<file path="src/rtl/regfile_scoreboard.sv">
// Parametrised GPR file with two combinational read ports, one write port and a
// per-register busy scoreboard (reserve at decode, release at writeback).
module regfile_scoreboard #(
  parameter int XLEN     = 32,
  parameter int NREG     = 32,
  parameter int AW       = $clog2(NREG),
  parameter int BYPASS   = 1,
  parameter int ZERO_REG = 1
) (
  input  logic            clk,
  input  logic            rst,
  input  logic [AW-1:0]   rs1_addr,
  input  logic [AW-1:0]   rs2_addr,
  output logic [XLEN-1:0] rs1_data,
  output logic [XLEN-1:0] rs2_data,
  output logic            rs1_busy,
  output logic            rs2_busy,
  input  logic            wr_en,
  input  logic [AW-1:0]   wr_addr,
  input  logic [XLEN-1:0] wr_data,
  input  logic            rsv_en,
  input  logic [AW-1:0]   rsv_addr,
  output logic [AW:0]     busy_count
);

  localparam logic LP_BYP = (BYPASS != 0);
  localparam logic LP_ZR  = (ZERO_REG != 0);

  logic [XLEN-1:0] r_gpr [NREG];
  logic [NREG-1:0] r_busy;
  logic [AW:0]     r_busy_count;

  logic w_wr_act;
  logic w_wr_ok;
  logic w_rsv_ok;
  logic w_inc;
  logic w_dec;

  // Qualified strobes and the per-edge count delta; a same-address reserve cancels the release
  always_comb begin
    w_wr_act = wr_en && !rst;
    w_wr_ok  = w_wr_act && !(LP_ZR && (wr_addr == '0));
    w_rsv_ok = rsv_en && !rst && !(LP_ZR && (rsv_addr == '0));
    w_inc    = w_rsv_ok && !r_busy[rsv_addr];
    w_dec    = w_wr_act && r_busy[wr_addr] && !(w_rsv_ok && (rsv_addr == wr_addr));
  end

  // Register array storage
  always_ff @(posedge clk or posedge rst) begin
    if (rst) begin
      for (int i = 0; i < NREG; i++) begin
        r_gpr[i] <= '0;
      end
    end else if (w_wr_ok) begin
      r_gpr[wr_addr] <= wr_data;
    end
  end

  // Scoreboard: release first, then reserve, so a new producer wins on the same address
  always_ff @(posedge clk or posedge rst) begin
    if (rst) begin
      r_busy       <= '0;
      r_busy_count <= '0;
    end else begin
      if (w_wr_act) begin
        r_busy[wr_addr] <= 1'b0;
      end
      if (w_rsv_ok) begin
        r_busy[rsv_addr] <= 1'b1;
      end
      r_busy_count <= r_busy_count + {{AW{1'b0}}, w_inc} - {{AW{1'b0}}, w_dec};
    end
  end

  function automatic logic [XLEN-1:0] rd_data(input logic [AW-1:0] a);
    logic [XLEN-1:0] v;
    if (LP_ZR && (a == '0)) begin
      v = '0;
    end else if (LP_BYP && w_wr_ok && (wr_addr == a)) begin
      v = wr_data;
    end else begin
      v = r_gpr[a];
    end
    return v;
  endfunction

  // A register being written back this cycle is no longer waiting on its producer
  function automatic logic rd_busy(input logic [AW-1:0] a);
    logic v;
    if (LP_ZR && (a == '0)) begin
      v = 1'b0;
    end else if (LP_BYP && w_wr_act && (wr_addr == a)) begin
      v = 1'b0;
    end else begin
      v = r_busy[a];
    end
    return v;
  endfunction

  assign rs1_data   = rd_data(rs1_addr);
  assign rs2_data   = rd_data(rs2_addr);
  assign rs1_busy   = rd_busy(rs1_addr);
  assign rs2_busy   = rd_busy(rs2_addr);
  assign busy_count = r_busy_count;

endmodule

</file>
<file path="config.mk">
export PLATFORM = sky130hd
export DESIGN_NAME = regfile_scoreboard
export DESIGN_NICKNAME = d
export VERILOG_FILES = /design/src/rtl/regfile_scoreboard.sv
export SDC_FILE = /design/constraint.sdc
export NUM_CORES = 2
export LEC_CHECK = 0
export BUFFER_PORTS_ARGS = -buffer_cell sky130_fd_sc_hd__buf_2
export CORE_MARGIN = 4
export CORE_UTILIZATION = 55
export CTS_BUF_LIST = sky130_fd_sc_hd__clkbuf_8 sky130_fd_sc_hd__clkbuf_16
export CTS_CLUSTER_SIZE = 25
export DETAILED_ROUTE_END_ITERATION = 12
export PLACE_DENSITY = 0.71
export SLEW_MARGIN = 10
export SYNTH_ARGS = -nofsm -noshare
export SYNTH_HDL_FRONTEND = slang
export SYNTH_SLANG_ARGS = --single-unit
</file>
<file path="constraint.sdc">
create_clock -name clk -period 68.6 [get_ports clk]
set_input_delay 0 -clock clk [delete_from_list [all_inputs] [get_ports clk]]
set_output_delay 0 -clock clk [all_outputs]
set_load 0.01 [all_outputs]
</file>
==> out/results.tsv <==
stage	metric	value	unit
place	io_buffers	127	
timing	max_slew.worst_pin.slew	1.22	ns
place	dp.cells	5356	
place	dp_hpwl	105000	um
critical_path	rr_startpoint	r_busy[10]	
timing	skew	0.00816	ns
logic_synthesis	synth-edff-count	0	
clock_network	clk_latency	0.70	ns
clock_network	cts_buffer_depth	3	
run	cap_violations	0	
critical_path	cp-end-kind	primary output	
logic_synthesis	synthArstFlopShare	100	%
routing	ant_nets	0	
timing	setup_violations	0	
clock_network	clkTransAtPathRegs	0.06	ns
clock_network	cts.sinks	1062	
place	routabilityCongestion	0.830	
logic_synthesis	synth_nets	4294	
grt	antenna_found_initial	6	
clock_network	h-tree-depth	3	
grt	grtUsageTotal	33.8	%
routing	drt_iter0_drc	4840	
critical_path	crit_buf_inv	4	
clock_network	cts_root_buf	clkbuf_16	
logic_synthesis	synth_top_flop_cell	dfrtp_1	
timing	slew_headroom	18.3	%
timing	timing.setup.tns	0	ns
logic_synthesis	synth.ff_latch_count	1062	
logic_synthesis	syn_inst	4231	
pwr	power_frac_comb	18.2	%
critical_path	crit_chain	clkbuf_8 -> buf_4 -> buf_4 -> and3b_2 -> a221o_1 -> nor3_1 -> nor2_1 -> a21oi_1 -> buf_2	
die	io_pins	128	
critical_path	ff2ff_setup_slack	65.39	ns
routing	avgViaCountPerCell	7.20	
timing	post-route-period-util	6.20	%
run_status	status	finished, final reports clean	
die	die_area	0.113	mm2
grt	grt_pass1_vias	40800	
grt	grt_max_degree	177	
layout	area_delta_synth_final	8.40	%
die	rows	119	
min_path	hold_class	primary input to asynchronous set/reset pin	
critical_path	worstSetupPathType	primary input to primary output	
die	start_util	55.7	%
logic_synthesis	yosysTopAreaCell	dfrtp_1	
pwr	intPower	1.25	mW
critical_path	startpoint	rs2_addr[1]	
logic_synthesis	ys_types	70	
pwr	pwr-share-seq	45.1	%
pwr	p_leak	29.1	nW
clock_network	cts_hold_buf	44	
clock_network	postCtsSetupBuffers	0	
critical_path	cp_top_family	buffers and inverters	
timing	finalMaxSlewViolations	0	
layout	drive_gt1_share	44.1	%
routing	vias	40400	
routing	wl_per_cell	34.0	um
critical_path	arrival	4.25	ns
die	die_y	336	um
critical_path	cp_num_cells	9	
critical_path	critPathLaunchType	primary input	
critical_path	cp_slowest_stage_delay	1.10	ns
timing	grt_setup_unrepaired	no	
grt	overflow	0	
critical_path	cp_slowest_cell	and3b_2	
timing	hold_violations	0	
die	die_x	336	um
pwr	totalPowerFinal	1.72	mW
routing	wl	191000	um
clock_network	cts_buffers	113	
clock_network	ctsResizeCount	0	
layout	fin_cells	5611	
routing	drc	0	
pwr	ir_drop	18.6	uV
routing	drtPass1Iterations	6	
logic_synthesis	netlist_top_cells_area	dfrtp_1 45%, mux2_2 19%, mux4_2 15%, mux2i_1 6.0%, clkbuf_1 1.4%	
logic_synthesis	synth_area	0.0591	mm2
pwr	p_sw_share	27.4	%
grt	grt_pass1_wl	280000	um
timing	fin_crit	4.25	ns
layout	nets	4187	
logic_synthesis	synth_top_area_share	45.0	%
pwr	p_per_area	26.8	mW/mm2
logic_synthesis	ys_seq_area_share	45.0	%
logic_synthesis	syn_area_per_cell	14.0	um2
critical_path	cp.required	68.60	ns
clock_network	cts_tree	built	
logic_synthesis	yosys_warnings	0	
pwr	p_clk_share	36.6	%
timing	max_freq	235	MHz
critical_path	rr_endpoint	busy_count[4]	
critical_path	crit_path_frequent_cell	buf_4	
die	coreArea	0.106	mm2
pwr	power_switching	0.470	mW
critical_path	worstRegToRegCells	12	
critical_path	path_max_fanout	60	
## metal layers
layer	GRT usage (%)	up-vias	wire length, um
li1	-	16100	-
met1	46.1	21300	75000
met5	0	-	13
met3	8.27	578	19500
met4	14.7	2	9310
met2	52.3	2399	87100
## layout make-up
class / instances / area (um2)
inverter: 31 / 124
fill: 8150 / 42000
multi-input combinational: 2666 / 30000
clock inverter: 61 / 537
antenna: 7 / 17.5
clock buffer: 143 / 3260
timing repair buffer: 250 / 1780
sequential: 1062 / 26600
tap: 1391 / 1740
## layout by cell type (no fill, tap or decap), drive strengths merged, types with 56 or more instances in the layout
master,instances
dfrtp,1062
mux2,1013
mux4,393
mux2i,354
buf,205
clkbuf,144
nor2,103
nand2,93
a221oi,87
a21oi,64
o21ai,56
## worst min-delay path, delay by kind of cell
kind                   cells  cell delay [ns]
buffers and inverters      3             1.30
## sequential cells by signal, summed over array words and instances, names as in the netlist
register and flops:
r_gpr 1024, r_busy 32, busy_count 6
## how the worst max path moves through the flow
stage	end	slack (ns)
5_1_grt	rs2_data[10]	64.27
3_5_place_dp	rs2_data[10]	64.41
6_report	rs2_data[1]	64.35
2_1_floorplan	busy_count[0]	38.71
3_3_place_gp	rs2_data[10]	64.42
4_1_cts	rs2_data[10]	64.41
## synthesized netlist by cell type (43+ instances only)
cell type and instances:
mux2_2 1002, nand2_1 93, clkbuf_1 220, mux2i_1 354
a221oi_1 81, dfrtp_1 1062, o22ai_1 53, a21oi_1 64
buf_2 128, mux4_2 389, nor2_1 98, o21ai_0 43
## power groups by stage
| stage | Combinational, mW | Clock (mW) | Sequential (mW) |
|---|---|---|---|
| 2_1_floorplan | 0.243 | 0 | 0.765 |
| 3_3_place_gp | 0.303 | 0 | 0.777 |
| 3_5_place_dp | 0.308 | 0 | 0.782 |
| 4_1_cts | 0.312 | 0.633 | 0.771 |
| 5_1_grt | 0.336 | 0.660 | 0.784 |
| 6_report | 0.313 | 0.628 | 0.774 |
## metrics by stage
stage               hold WS (ns)  instance area (um2)  util (%)  setup slack [ns]
finish                    0.0577                64000      60.4             64.35
floorplan                  0.135                59100         -             38.71
global route               0.143                64000      60.4             64.27
global placement           0.279                59800      56.4             64.42
detailed placement         0.280                59800      56.4             64.41
CTS                       0.0805                64000      60.4             64.41
## cell families (layout without fill, tap and decap cells)
| kind of cell | after synthesis | in the layout | synth area share [%] |
|---|---|---|---|
| xor gates and xnor gates | 20 | 20 | 0.297 |
| adders and majority gates | 7 | 7 | 0.161 |
| muxes | 1760 | 1760 | 40.3 |
| and+or+nand+nor | 388 | 388 | 3.30 |
| other | 0 | 7 | 0 |
| buffers and inverters | 503 | 485 | 4.73 |
| AOI/OAI and AO/OA | 491 | 491 | 6.19 |
| DFF | 1062 | 1062 | 45.0 |
Power figures use the tool's default switching activity.
